[src/rtl/uart_tx_arbiter_if.sv]
// Bundle between two byte requesters, the arbiter and a UART transmitter.
// Handshake: a requester raises reqN with dataN stable and holds both until a one-cycle ackN; dropping reqN earlier withdraws it.
interface uart_tx_arbiter_if;
  logic       req0;
  logic [7:0] data0;
  logic       ack0;
  logic       req1;
  logic [7:0] data1;
  logic       ack1;
  logic       xmitH;
  logic [7:0] xmit_dataH;
  logic       xmit_doneH;
  logic       busy;
  logic       grant_id;
  logic       err_timeout;

  modport master (
    output req0, data0, req1, data1, xmit_doneH,
    input  ack0, ack1, xmitH, xmit_dataH, busy, grant_id, err_timeout
  );

  modport slave (
    input  req0, data0, req1, data1, xmit_doneH,
    output ack0, ack1, xmitH, xmit_dataH, busy, grant_id, err_timeout
  );
endinterface

[src/rtl/uart_tx_arbiter.sv]
// Round-robin arbiter feeding bytes from two requesters into one UART transmitter,
// with a start-of-frame watchdog and a programmable idle gap between frames.
module uart_tx_arbiter #(
  parameter int START_TIMEOUT = 8,
  parameter int GAP_CYCLES    = 2
) (
  input  logic               sys_clk,
  input  logic               sys_rst,
  uart_tx_arbiter_if.slave   bus,
  output logic [2:0]         stateDbg
);

  typedef enum logic [2:0] {
    IDLE       = 3'd0,
    ISSUE      = 3'd1,
    WAIT_START = 3'd2,
    WAIT_DONE  = 3'd3,
    GAP        = 3'd4
  } stateT;

  localparam logic [3:0] START_LAST = 4'(START_TIMEOUT - 1);
  localparam logic [7:0] GAP_LAST   = 8'(GAP_CYCLES - 1);
  // A zero-length gap skips the GAP state entirely.
  localparam stateT FRAME_EXIT = (GAP_CYCLES == 0) ? IDLE : GAP;

  stateT      state;
  logic       lastGnt;
  logic [3:0] startCnt;
  logic [7:0] gapCnt;
  logic       xmitReg;
  logic       ack0Reg;
  logic       ack1Reg;
  logic       gntReg;
  logic       errReg;
  logic [7:0] dataReg;
  logic       anyReq;
  logic       pick;

  always_comb begin
    anyReq = bus.req0 | bus.req1;
    pick   = (bus.req0 & bus.req1) ? ~lastGnt : bus.req1;
  end

  always_ff @(posedge sys_clk) begin
    if (sys_rst) begin
      state    <= IDLE;
      lastGnt  <= 1'b1;
      startCnt <= 4'd0;
      gapCnt   <= 8'd0;
      xmitReg  <= 1'b0;
      ack0Reg  <= 1'b0;
      ack1Reg  <= 1'b0;
      gntReg   <= 1'b0;
      errReg   <= 1'b0;
      dataReg  <= 8'd0;
    end else begin
      xmitReg <= 1'b0;
      ack0Reg <= 1'b0;
      ack1Reg <= 1'b0;
      case (state)
        IDLE: begin
          if (bus.xmit_doneH && anyReq) begin
            state   <= ISSUE;
            xmitReg <= 1'b1;
            ack0Reg <= ~pick;
            ack1Reg <= pick;
            gntReg  <= pick;
            lastGnt <= pick;
            dataReg <= pick ? bus.data1 : bus.data0;
          end
        end
        ISSUE: begin
          state    <= WAIT_START;
          startCnt <= 4'd0;
        end
        WAIT_START: begin
          // A start seen on the last allowed cycle still wins over the timeout.
          if (!bus.xmit_doneH) begin
            state <= WAIT_DONE;
          end else if (startCnt == START_LAST) begin
            errReg <= 1'b1;
            state  <= FRAME_EXIT;
            gapCnt <= 8'd0;
          end else begin
            startCnt <= startCnt + 4'd1;
          end
        end
        WAIT_DONE: begin
          if (bus.xmit_doneH) begin
            state  <= FRAME_EXIT;
            gapCnt <= 8'd0;
          end
        end
        GAP: begin
          if (gapCnt == GAP_LAST) begin
            state <= IDLE;
          end else begin
            gapCnt <= gapCnt + 8'd1;
          end
        end
        default: state <= IDLE;
      endcase
    end
  end

  assign bus.xmitH       = xmitReg;
  assign bus.ack0        = ack0Reg;
  assign bus.ack1        = ack1Reg;
  assign bus.xmit_dataH  = dataReg;
  assign bus.grant_id    = gntReg;
  assign bus.err_timeout = errReg;
  assign bus.busy        = (state != IDLE);
  assign stateDbg        = state;

endmodule

[src/flat_wrapper.sv]
// flat-port wrapper written by rule: the top's interface ports become plain ports
module uart_tx_arbiter_flat 
#(
  parameter int START_TIMEOUT = 8,
  parameter int GAP_CYCLES    = 2
)
  (sys_clk, sys_rst, stateDbg, bus_req0, bus_data0, bus_req1, bus_data1, bus_xmit_doneH, bus_ack0, bus_ack1, bus_xmitH, bus_xmit_dataH, bus_busy, bus_grant_id, bus_err_timeout);
  uart_tx_arbiter_if bus_i ();
  input  logic sys_clk;
  input  logic sys_rst;
  output logic [2:0] stateDbg;
  input wire logic [$bits(bus_i.req0)-1:0] bus_req0;
  input wire logic [$bits(bus_i.data0)-1:0] bus_data0;
  input wire logic [$bits(bus_i.req1)-1:0] bus_req1;
  input wire logic [$bits(bus_i.data1)-1:0] bus_data1;
  input wire logic [$bits(bus_i.xmit_doneH)-1:0] bus_xmit_doneH;
  output wire logic [$bits(bus_i.ack0)-1:0] bus_ack0;
  output wire logic [$bits(bus_i.ack1)-1:0] bus_ack1;
  output wire logic [$bits(bus_i.xmitH)-1:0] bus_xmitH;
  output wire logic [$bits(bus_i.xmit_dataH)-1:0] bus_xmit_dataH;
  output wire logic [$bits(bus_i.busy)-1:0] bus_busy;
  output wire logic [$bits(bus_i.grant_id)-1:0] bus_grant_id;
  output wire logic [$bits(bus_i.err_timeout)-1:0] bus_err_timeout;
  assign bus_i.req0 = bus_req0;
  assign bus_i.data0 = bus_data0;
  assign bus_i.req1 = bus_req1;
  assign bus_i.data1 = bus_data1;
  assign bus_i.xmit_doneH = bus_xmit_doneH;
  assign bus_ack0 = bus_i.ack0;
  assign bus_ack1 = bus_i.ack1;
  assign bus_xmitH = bus_i.xmitH;
  assign bus_xmit_dataH = bus_i.xmit_dataH;
  assign bus_busy = bus_i.busy;
  assign bus_grant_id = bus_i.grant_id;
  assign bus_err_timeout = bus_i.err_timeout;
  uart_tx_arbiter #(.START_TIMEOUT(START_TIMEOUT), .GAP_CYCLES(GAP_CYCLES)) u_core (.sys_clk(sys_clk), .sys_rst(sys_rst), .bus(bus_i), .stateDbg(stateDbg));
endmodule
[config.mk]
export PLATFORM = sky130hd
export DESIGN_NAME = uart_tx_arbiter_flat
export DESIGN_NICKNAME = d
export VERILOG_FILES = /design/src/rtl/uart_tx_arbiter_if.sv /design/src/rtl/uart_tx_arbiter.sv /design/src/flat_wrapper.sv
export SDC_FILE = /design/constraint.sdc
export NUM_CORES = 1
export LEC_CHECK = 0
export ABC_AREA = 1
export CAP_MARGIN = 20
export CORE_MARGIN = 4
export CORE_UTILIZATION = 43
export CTS_CLUSTER_DIAMETER = 30
export DETAILED_ROUTE_END_ITERATION = 8
export GPL_TIMING_DRIVEN = 0
export PLACE_DENSITY = 0.86
export SLEW_MARGIN = 20
export SYNTH_ARGS = -nofsm -noshare
export SYNTH_HDL_FRONTEND = slang
export SYNTH_SLANG_ARGS = --single-unit
[constraint.sdc]
create_clock -name sys_clk -period 1.15 [get_ports sys_clk]
set_input_delay 0.2875 -clock sys_clk [delete_from_list [all_inputs] [get_ports sys_clk]]
set_output_delay 0.2875 -clock sys_clk [all_outputs]
set_load 0.03 [all_outputs]
**After elaboration in Yosys (flattened, before gate mapping)**

Cells that the tools add are included.

- Add/sub/neg operators: 2
- Eq/ne operators: 14
- Multiplexer cells: 17
- Bitwise logic cells: 6
- Reductions and logical operators: 12

Operators by type and width:

| kind | count |
|---|---|
| $mux W8 | 5 |
| $pmux W8 S3 | 1 |
| $mux W3 | 5 |
| $pmux W3 S5 | 1 |
| $add A8 B1 Y8 const B | 1 |
| $eq A8 B1 Y1 const B | 1 |
| $mux W4 | 2 |
| $ne A2 B2 Y1 const B | 4 |
| $pmux W4 S2 | 1 |
| $eq A3 B2 Y1 const B | 2 |
| $ne A2 B1 Y1 const B | 3 |
| $reduce_and A3 Y1 | 2 |
| $reduce_bool A3 Y1 | 2 |
| $reduce_and A5 Y1 | 1 |
| $add A4 B1 Y4 const B | 1 |
| $eq A4 B3 Y1 const B | 1 |
| $not A1 Y1 | 4 |
| $reduce_and A4 Y1 | 1 |
| $eq A3 B1 Y1 const B | 1 |
| $eq A3 B3 Y1 const B | 1 |
| $logic_not A3 Y1 | 1 |
| $ne A3 B2 Y1 const B | 1 |
| $reduce_or A3 Y1 | 1 |
| $mux W1 | 2 |
| other kinds (6) | 6 |

- Bits in registers: 29
- Output and inout port bits: 17

**Longest topological paths before layout**

Gate-level depths: netlist of run 1.

- Depth after elaboration: 4
- Gate-level depth with buffers: 11
- Gate-level depth less buffers: 11

**Worst setup path after synthesis of run 1**

OpenSTA, ideal clock, no wires.

- Kind: register to register
- Start: register u_core.state[1] (netlist: u_core.stateDbg[1])
- End: register u_core.gapCnt[1]
- Arrival: 1240 ps
- Required time: 1024 ps
- Setup slack: -216 ps
- Cell stages (with the launch flop): 10
- Buffers on the path: 0
- Period minus slack after synthesis: 1366 ps
- Cell sequence: dfxtp_1 -> inv_1 -> nand3_2 -> inv_2 -> nand2_4 -> nand2_4 -> nand2_4 -> nand2_1 -> nand2_1 -> nor2_2

- Longest elaborated chain between the ends: 3
- Elaborated cells on any way between the ends: 10
- Those cells by class: eq/ne (7); mux (1); reduce/logical (2)

Ends and longest elaborated chain:

| item | RTL line | text |
|---|---|---|
| from (decl) | uart_tx_arbiter.sv:26 | `stateT state;` |
| from (signal assigned) | uart_tx_arbiter.sv:46 | `state <= IDLE;` |
| from (signal assigned) | uart_tx_arbiter.sv:63 | `state <= ISSUE;` |
| from (signal assigned) | uart_tx_arbiter.sv:73 | `state <= WAIT_START;` |
| $eq A3 B3 Y1 / $eq A3 B2 Y1 (equally long branches) | uart_tx_arbiter.sv:60 | `case (state)` |
| $ne A2 B2 Y1 (no source line) (tied with other cells) | -- |  |
| $reduce_and A5 Y1 (no source line) | -- |  |
| to (signal assigned) | uart_tx_arbiter.sv:98 | `gapCnt <= gapCnt + 8'd1;` |
| to (decl) | uart_tx_arbiter.sv:29 | `logic [7:0] gapCnt;` |

Several ways; a longest one is shown, not always the timed one.
A chain may end at the register's enable or synchronous reset.

**Worst setup path after layout of run 1**

- Start: register u_core.state[0] (netlist: u_core.stateDbg[0])
- End: register u_core.state[0] (netlist: u_core.stateDbg[0])

- Longest elaborated chain between the ends: 3
- Elaborated cells on any way between the ends: 11
- Those cells by class: eq/ne (8); mux (1); reduce/logical (2)

Ends and longest elaborated chain:

| item | RTL line |
|---|---|
| $eq A3 B2 Y1 (tied with other cells) | uart_tx_arbiter.sv:60 |
| $ne A3 B2 Y1 (no source line) (tied with other cells) | -- |
| $reduce_and A4 Y1 (no source line) | -- |

Several ways; a longest one is shown, not always the timed one.

==> results of run 1 <==
-- final cells by class --
class	count	area share
Multi-Input combinational cell	150	0.403
Sequential cell	29	0.263
Timing Repair Buffer	55	0.225
Inverter	26	0.0506
Clock buffer	7	0.0280
Tap cell	44	0.0237
Buffer	2	0.00377
Clock inverter	1	0.00216
-- stage by stage --
stage,util,setup slack (ps),area (um2)
after floorplan,-,-16.5,1490
after global placement,0.608,-500,1900
after CTS,0.639,-255,2000
after detailed placement,0.608,-518,1900
final,0.742,-350,2320
after global routing,0.742,-489,2320
-- flip-flops by register name (all words and copies together), names as in the netlist --
signal                  count
u_core.bus.err_timeout      1
u_core.gapCnt               8
u_core.bus.grant_id         1
u_core.stateDbg             3
u_core.lastGnt              1
u_core.bus.ack0             1
u_core.bus.ack1             1
u_core.bus.xmit_dataH       8
u_core.bus.xmitH            1
u_core.startCnt             4
-- cell usage after synthesis, drive strengths merged --
master | n | area [um2]
nand3b | 1 | 7.51
ha | 3 | 37.5
inv | 26 | 97.6
nand4 | 2 | 12.5
dfxtp | 29 | 581
nor2 | 20 | 92.6
xor2 | 1 | 8.76
nor3 | 4 | 31.3
nand2 | 67 | 289
nand3 | 21 | 110
clkbuf | 2 | 8.75
or2 | 2 | 12.5
o21bai | 1 | 7.51
o21ai | 8 | 40.0
a21oi | 19 | 106
a31oi | 1 | 6.26
-- metal layers --
layer | track usage | part of all wire
met5 | 0 | 0
met1 | 0.199 | 0.37
met4 | 0.0761 | 0.032
met2 | 0.314 | 0.54
met3 | 0.0629 | 0.063
-- how the worst max path moves through the flow --
stage,start,cells after the start,to
detailed placement,bus_req0,7,u_core.bus.xmit_dataH[7]$_SDFFE_PP0P_
finish,u_core.stateDbg[0]$_SDFFE_PP0P_,9,u_core.stateDbg[0]$_SDFFE_PP0P_
CTS,u_core.stateDbg[2]$_SDFFE_PP0P_,5,bus_busy
global placement,bus_req0,7,u_core.bus.xmit_dataH[1]$_SDFFE_PP0P_
floorplan,u_core.gapCnt[1]$_SDFFE_PP0P_,11,u_core.gapCnt[1]$_SDFFE_PP0P_
global route,u_core.stateDbg[0]$_SDFFE_PP0P_,9,u_core.stateDbg[0]$_SDFFE_PP0P_
-- power breakdown --
| part | internal (mW) | switching [mW] |
|---|---|---|
| Sequential | 1.23 | 0.221 |
| Clock | 0.353 | 0.396 |
| Combinational | 1.14 | 1.57 |
-- kinds of logic after synthesis --
kind of cell	count (synthesis)
and+or+nand+nor	117
adders and majority gates	3
AOI/OAI and AO/OA	29
DFF	29
buffers and inverters	28
xor gates and xnor gates	1
-- what timing repair did --
action	4_1_cts	5_1_grt
pin swaps	6	20
buffers inserted	5	14
endpoints found under the setup margin	43	45
gates resized for setup	111	74
==> results.md, run 1 <==
- Crit. End Element: flip-flop
- Worst-skew pair later-pin latency: 360 ps
- Buf/Inv on CP: 3
- Cell repeated most along the worst path: nand2_1
- # nets final: 293
- Max_cap viols: 0
- Via density: 5.18
- Slew HR: 0.618
- Seq/Total Area, Yosys: 0.401
- Setup TNS: -5540 ps
- CP top delay family: simple AND/OR/NAND/NOR gates
- Clock transition at path regs: 90 ps
- Critical Path AT: 1790 ps
- Core ar.: 3130 um2
- Final antenna-violating net count: 0
- Crit path required time: 1440 ps
- Slowest CP cell: dfxtp_4
- Critical path class: flip-flop to flip-flop
- Peak Freq: 667 MHz
- Worst Path Max Fanout: 3
- DRC Markers: 0
- Layout area overhead: 60.3%
- DP Wirelength: 2460 um
- CTS sink count: 29
- Die area: 4360 um2
- # setup viols final: 33
- Post-Syn Area per Cell: 7.00 um2
- CTS Buf Count: 5
- Complex-gate fraction of the synthesized area: 0.111
- Share of layout cells above drive strength 1: 0.422
- Most frequent cells in the layout: nand2_1 (53), buf_4 (19), clkdlybuf4s50_1 (18)
- Cell variety after synth: 26
- Hold path startpoint: sys_rst
- Wire per inst: 15.7 um
- Register area: 612 um2
- RSZ-0062 raised after global routing: yes
- Hold Slack: 290 ps
- Fin crit share: 1.30
- Root buffer cell: clkbuf_4
- Synthesized instance count: 207
- Fin cells: 314
- TritonCTS clock tree: done
- Initial Utilization: 0.463
- Largest net degree at the start of global routing: 11
- Failing checks: negative setup slack
- GR Overflow Total: 0
- Slew of the pin with the lowest slew margin: 574 ps
- Maximum VDD drop: 1.68 mV
- Hold Fails Final Rpt: 0
- Vias in the first global route: 1409
- Fin crit period: 1500 ps
- Yosys warning total: 0
- Hold Path Sink: u_core.bus.xmitH$_SDFF_PP0_
- Synth Cell Area: 1450 um2
- CTS Hold Buffers Added: 0
- Post-synthesis mux area share: 0
- Reg-to-reg endpoint: u_core.stateDbg[0]$_SDFFE_PP0P_
- Die H: 66.0 um
- Port Buf Inserts: 36
- Post-Syn Nets: 231
- CP cell instances: buf_4 -> buf_6 -> nand2_1 -> nor3_1 -> a21oi_1 -> nand3_1 -> nand2_1 -> inv_1 -> nor2_1
- Max clock buf depth: 2
- Drt total wl: 4940 um
- Startpoint class of the critical path: flip-flop
- Worst Reg-to-Reg Cells: 9
- Reg2reg start: u_core.stateDbg[0]$_SDFFE_PP0P_
- Synth Area in Adders: 0.0259
- Hold crit path type: input port to flip-flop
- Pre-Repair DR Iteration Count: 4
- Outcome: finished with violations
- Largest family of logic cells by synthesized area: simple AND/OR/NAND/NOR gates
- Commonest non-fill, non-tap cell in the layout: nand2_1
- GRT Total Usage: 0.181
- First-pass GRT wire length: 6070 um
- Area of the multi-input gates: 936 um2
- Die span in x: 66.0 um
- Inst Count DP: 287
- Slowest stage delay, CP: 370 ps
- Layout Skew: 5.33 ps
- PwrDens: 2120 nW/um2
- Fill cell count: 209
- Num ports: 38
- #FFs+latches synth: 29
- Simple-Gate Fraction of Synth Area: 0.383
- Setup ws final: -350 ps
- RD Place Congestion: 0.868
- Synth Area in XOR/XNOR: 0.00604
- R2r setup slk: -350 ps
- Via Count: 1627
- ANT cells: 0
- Initial DRC count: 165
- H-tree Lvls: 2
- Slew Limit Fails: 0
- Number of core rows: 20
- Leakage: 1.00 nW
- Initial antenna violation count: 0
- Hold Path Depth: 2
- Total Power: 4.92 mW
No activity file was read; power rests on OpenSTA's default activity.
==> inputs of run 2 (changes only) <==
--- a/config.mk
+++ b/config.mk
@@ -8,11 +8,12 @@
 export ABC_AREA = 1
 export CAP_MARGIN = 20
 export CORE_MARGIN = 4
-export CORE_UTILIZATION = 43
+export CORE_UTILIZATION = 45
 export CTS_CLUSTER_DIAMETER = 30
 export DETAILED_ROUTE_END_ITERATION = 8
+export DONT_BUFFER_PORTS = 1
 export GPL_TIMING_DRIVEN = 0
-export PLACE_DENSITY = 0.86
+export PLACE_DENSITY = 0.73
 export SLEW_MARGIN = 20
 export SYNTH_ARGS = -nofsm -noshare
 export SYNTH_HDL_FRONTEND = slang
==> run 2 against run 1 <==
The flow still finishes with violations (negative setup slack). Critical path depth decreased by 5. Setup slack improved by 72 ps. Routed wire length decreased by 30%. Global-route usage decreased by 0.79 points. Maximum frequency increased by 5.0%. Non-clock buffer count decreased by 44. First-iteration DRC count decreased by 78%. Combinational power decreased by 32%. Sequential cell count unchanged. Power decreased by 12%. Critical path type is now flip-flop to primary output. Critical endpoint is now bus_busy.
==> results.md, run 2 (synthesis results as in run 1) <==
- Share of layout cells above drive strength 1: 0.513
- Layout Skew: 9.77 ps
- CP endpoint: bus_busy
- RSZ-0062 raised after global routing: yes
- Total Power: 4.34 mW
- Maximum VDD drop: 1.40 mV
- Outcome: finished with violations
- Via density: 5.14
- Reg2reg start: u_core.stateDbg[2]$_SDFFE_PP0P_
- CTS Buf Count: 5
- Drt total wl: 3450 um
- CP Depth: 4
- Core ar.: 3080 um2
- Die H: 64.7 um
- Slew Limit Fails: 0
- Worst Setup SP: u_core.stateDbg[2]$_SDFFE_PP0P_
- Pre-Repair DR Iteration Count: 4
- Slowest stage delay, CP: 420 ps
- Die area: 4190 um2
- R2r setup slk: -240 ps
- CTS Hold Buffers Added: 0
- Setup ws final: -278 ps
- Final antenna-violating net count: 0
- GRT Total Usage: 0.173
- CP top delay family: flip-flops
- First-pass GRT wire length: 5690 um
- Port Buf Inserts: 0
- Peak Freq: 700 MHz
- Final Core Density: 0.651
- Placed inst area: 1540 um2
- CTS sink count: 29
- DRC Markers: 0
- Die span in x: 64.7 um
- Layout area overhead: 38.3%
- Via Count: 1388
- Inst Count DP: 251
- TritonCTS clock tree: done
- DP Wirelength: 2280 um
- PwrDens: 2160 nW/um2
- Critical Path AT: 1140 ps
- # nets final: 249
- Hold Fails Final Rpt: 0
- Initial antenna violation count: 0
- H-tree Lvls: 2
- Commonest non-fill, non-tap cell in the layout: nand2_1
- Number of core rows: 20
- Wire per inst: 12.8 um
- Fin crit share: 1.24
- Worst Path Max Fanout: 5
- Crit path required time: 860 ps
- Register area: 614 um2
- Fin crit period: 1430 ps
- Most frequent cells in the layout: nand2_1 (40), nand2_2 (18), dfxtp_2 (15)
- Worst-skew pair later-pin latency: 330 ps
- Slew HR: 0.506
- Vias in the first global route: 1324
- Initial DRC count: 37
- CP cell instances: inv_4 -> nand2_4 -> nor2_4 -> inv_4
- Buf/Inv on CP: 2
- Worst Reg-to-Reg Cells: 9
- Critical path class: flip-flop to primary output
- Failing checks: negative setup slack
- Leakage: 0.840 nW
- RD Place Congestion: 0.805
- Root buffer cell: clkbuf_4
- # setup viols final: 28
- Fin area: 2000 um2
- Cell repeated most along the worst path: inv_4
- Slowest CP cell: dfxtp_4
- Fin cells: 270
- Max_cap viols: 0
- Initial Utilization: 0.471
- ANT cells: 0
- Clock transition at path regs: 100 ps
- Hold crit path type: input port to flip-flop
- Reg-to-reg endpoint: u_core.gapCnt[0]$_SDFFE_PP0P_
- Slew of the pin with the lowest slew margin: 741 ps
- Startpoint class of the critical path: flip-flop
- Max clock buf depth: 2
- Num ports: 38
- Crit. End Element: primary output
- Fill cell count: 244
- GR Overflow Total: 0
- Area of the multi-input gates: 1020 um2
- Largest net degree at the start of global routing: 11
run 2: cell count changes in the layout (fill, tap and decap cells not counted), moves of 6 or more:
cell,previous run,this run
dfxtp_2,7,15
a21oi_2,3,10
buf_4,19,5
nand2_1,53,40
nand2_2,7,18
a21oi_1,15,7
dfxtp_1,16,10
clkdlybuf4s50_1,18,0
buf_6,16,6
run 2: how the worst min path moves through the flow:
stage,startpoint,endpoint,slack (ps),depth (start not counted)
finish,bus_data0[7],u_core.bus.xmit_dataH[7]$_SDFFE_PP0P_,40,2
detailed placement,bus_data1[4],u_core.bus.xmit_dataH[4]$_SDFFE_PP0P_,410,2
CTS,bus_data0[4],u_core.bus.xmit_dataH[4]$_SDFFE_PP0P_,40,2
global route,bus_data0[7],u_core.bus.xmit_dataH[7]$_SDFFE_PP0P_,30,2
floorplan,bus_data1[1],u_core.bus.xmit_dataH[1]$_SDFFE_PP0P_,400,2
global placement,bus_data1[4],u_core.bus.xmit_dataH[4]$_SDFFE_PP0P_,400,2
run 2: metal layers:
| metal | global-route usage | routed length, um |
|---|---|---|
| met1 | 0.202 | 1410 |
| met5 | 0 | 0 |
| met2 | 0.284 | 1730 |
| met3 | 0.0607 | 235 |
| met4 | 0.0792 | 66 |
run 2: layout make-up:
type / instances / share of cell area
multi-input cells: 150 / 0.511
flip-flops and latches: 29 / 0.306
inverters: 26 / 0.0587
repair buffers: 11 / 0.0524
clock buffers: 8 / 0.0400
well taps: 44 / 0.0275
plain buffers: 2 / 0.00437
run 2: repair_timing:
action                                  4_1_cts  5_1_grt
resized for setup                            39       54
pin swaps                                    22       16
buffers inserted                              7        4
endpoints found under the setup margin       36       33
run 2: through the flow:
| step | setup TNS (ps) | setup WS (ps) | hold WS [ps] |
|---|---|---|---|
| floorplan | -65.7 | -16.5 | 401 |
| global placement | -2830 | -182 | 404 |
| detailed placement | -3240 | -214 | 413 |
| CTS | -4020 | -289 | 41.3 |
| global route | -6430 | -330 | 34.7 |
| finish | -4330 | -278 | 44.7 |
run 2: where the power goes:
part / switching, mW / total (mW) / internal, mW
sequential: 0.468 / 1.70 / 1.24
clock: 0.366 / 0.798 / 0.432
combinational: 1.11 / 1.83 / 0.727
==> inputs of run 3 (changes only) <==
--- a/config.mk
+++ b/config.mk
@@ -14,6 +14,7 @@
 export DONT_BUFFER_PORTS = 1
 export GPL_TIMING_DRIVEN = 0
 export PLACE_DENSITY = 0.73
+export SETUP_SLACK_MARGIN = 0.5
 export SLEW_MARGIN = 20
 export SYNTH_ARGS = -nofsm -noshare
 export SYNTH_HDL_FRONTEND = slang
==> run 3 against run 2 <==
Sequential share of layout area increased by 4.4 points. First-iteration DRC count rose by 62%. The flow still finishes with violations (negative setup slack). Clock-buffer cell count fell by 3. Non-clock buffer count fell by 5. Final area shrank 7.8%. Clock power up 29%. Sequential cell count unchanged. Global-route usage shrank 1.1 points. Maximum frequency grew 1.9%. Combinational power fell by 22%. Utilization shrank 5.1 points.
==> results.md, run 3 (synthesis results as in run 1) <==
- CP top delay family: flip-flops
- Share of layout cells above drive strength 1: 0.380
- Total Power: 4.16 mW
- Most frequent cells in the layout: nand2_1 (56), nand3_1 (18), dfxtp_4 (17)
- Slew of the pin with the lowest slew margin: 303 ps
- Top Metal Used: met4
- Leakage: 0.772 nW
- Clock transition at path regs: 90 ps
- Peak Freq: 714 MHz
- Setup TNS: -3140 ps
- Inst Count DP: 251
- Slew Limit Fails: 0
- Initial Utilization: 0.471
- Maximum VDD drop: 1.43 mV
- H-tree Lvls: 2
- Register area: 647 um2
- Outcome: finished with violations
- Die H: 64.7 um
- Critical Path AT: 1110 ps
- Slowest CP cell: dfxtp_4
- Pre-Repair DR Iteration Count: 4
- Worst Reg-to-Reg Cells: 10
- Core ar.: 3080 um2
- Final antenna-violating net count: 0
- Cell repeated most along the worst path: inv_4
- Num ports: 38
- # setup viols final: 27
- Via density: 4.96
- First-pass GRT wire length: 5270 um
- Port Buf Inserts: 0
- Fill cell count: 287
- Max_cap viols: 0
- GRT Total Usage: 0.163
- Wire per inst: 11.7 um
- Worst Setup SP: u_core.stateDbg[0]$_SDFFE_PP0P_
- Critical path class: flip-flop to primary output
- Reg-to-reg endpoint: u_core.gapCnt[1]$_SDFFE_PP0P_
- R2r setup slk: -180 ps
- DRC Markers: 0
- Worst Path Max Fanout: 5
- Buf/Inv on CP: 2
- DP Wirelength: 2260 um
- Net Sw Power: 1.70 mW
- Setup ws final: -251 ps
- RSZ-0062 raised after global routing: yes
- Initial antenna violation count: 0
- CP cell instances: inv_4 -> nand2_4 -> nor2_4 -> inv_4
- Crit path required time: 860 ps
- Vias in the first global route: 1217
- CTS Buf Count: 5
- RD Place Congestion: 0.816
- PwrDens: 2250 nW/um2
- CP endpoint: bus_busy
- Max clock buf depth: 2
- Via Count: 1315
- Fin area: 1850 um2
- Slew HR: 0.798
- Layout area overhead: 27.5%
- Hold crit path type: input port to flip-flop
- Fin crit period: 1400 ps
- CTS Hold Buffers Added: 0
- Hold Fails Final Rpt: 0
- Commonest non-fill, non-tap cell in the layout: nand2_1
- Die area: 4190 um2
- Initial DRC count: 60
- Root buffer cell: clkbuf_4
- Die span in x: 64.7 um
- Fin cells: 265
- P_int: 2.46 mW
- Failing checks: negative setup slack
- Startpoint class of the critical path: flip-flop
- TritonCTS clock tree: done
- DR WL met3: 224 um
- Number of core rows: 20
- Slowest stage delay, CP: 410 ps
- ANT cells: 0
- Largest net degree at the start of global routing: 11
- GR Overflow Total: 0
- Clock group share of total power: 0.248
- CP Depth: 4
- Routed length on met1: 1350 um
- # nets final: 244
- CTS sink count: 29
- Fin crit share: 1.22
- Area of the multi-input gates: 868 um2
- Sw Ratio: 0.409
- Reg2reg start: u_core.stateDbg[0]$_SDFFE_PP0P_
- Layout Skew: 4.59 ps
- Sequential share of power: 0.408
- Drt total wl: 3090 um
- Metal2 WL: 1460 um
- Worst-skew pair later-pin latency: 330 ps
- Combinational share of power: 0.344
- Placed inst area: 1610 um2
- Crit. End Element: primary output
## run 3: cell types whose count changed in the layout (fill, tap and decap cells not counted), sizes merged
cell,change
buf,-5
clkbuf,-3
bufinv,+2
clkinv,+1
## run 3: power groups by stage
stage / logic, mW / registers, mW / clock network [mW]
2_1_floorplan: 1.05 / 1.66 / 0
3_3_place_gp: 1.21 / 1.71 / 0
3_5_place_dp: 1.22 / 1.71 / 0
4_1_cts: 1.41 / 1.70 / 1.06
5_1_grt: 1.61 / 1.73 / 1.11
6_report: 1.43 / 1.70 / 1.03
## run 3: timing repair
item,in CTS,in global routing
setup endpoints to repair,46,46
buffers inserted,6,0
pin swaps,18,6
hold endpoints to repair,0,0
gates resized for setup,14,13
## run 3: how the worst min path moves through the flow
stage | startpoint | to | slack (ps) | depth (start not counted)
2_1_floorplan | bus_data0[2] | u_core.bus.xmit_dataH[2]$_SDFFE_PP0P_ | 400 | 2
3_3_place_gp | bus_data0[2] | u_core.bus.xmit_dataH[2]$_SDFFE_PP0P_ | 400 | 2
3_5_place_dp | bus_data0[2] | u_core.bus.xmit_dataH[2]$_SDFFE_PP0P_ | 400 | 2
4_1_cts | bus_data0[2] | u_core.bus.xmit_dataH[2]$_SDFFE_PP0P_ | 50 | 2
5_1_grt | bus_data0[2] | u_core.bus.xmit_dataH[2]$_SDFFE_PP0P_ | 40 | 2
6_report | bus_data0[2] | u_core.bus.xmit_dataH[2]$_SDFFE_PP0P_ | 60 | 2
## run 3: routing by layer
layer	up-vias	track usage
li1	696	-
met2	29	0.248
met5	-	0
met3	8	0.0728
met4	0	0.0712
met1	582	0.196
## run 3: worst reg2reg max path, stage by stage (launching register included)
cell and delay (ps):
dfxtp_4 450, inv_4 60, buf_4 140, nand3_2 100, inv_4 50, nand2_4 70, nand2_4 70, nand2_4 110
nand2_1 60, nand2_1 70, nor2_2 30
## run 3: cell type report
type | count | area share
plain buffers | 2 | 0.00542
clock buffers | 5 | 0.0203
clock inverters | 3 | 0.0352
inverters | 26 | 0.0609
multi-input cells | 150 | 0.470
flip-flops and latches | 29 | 0.350
well taps | 44 | 0.0298
repair buffers | 6 | 0.0284
## run 3: metrics by stage
| step | utilization | setup WS, ps | hold WS, ps |
|---|---|---|---|
| 2_1_floorplan | - | -15.5 | 396 |
| 3_3_place_gp | 0.523 | -134 | 401 |
| 3_5_place_dp | 0.523 | -145 | 403 |
| 4_1_cts | 0.586 | -285 | 49.4 |
| 5_1_grt | 0.600 | -325 | 41.1 |
| 6_report | 0.600 | -251 | 63.7 |
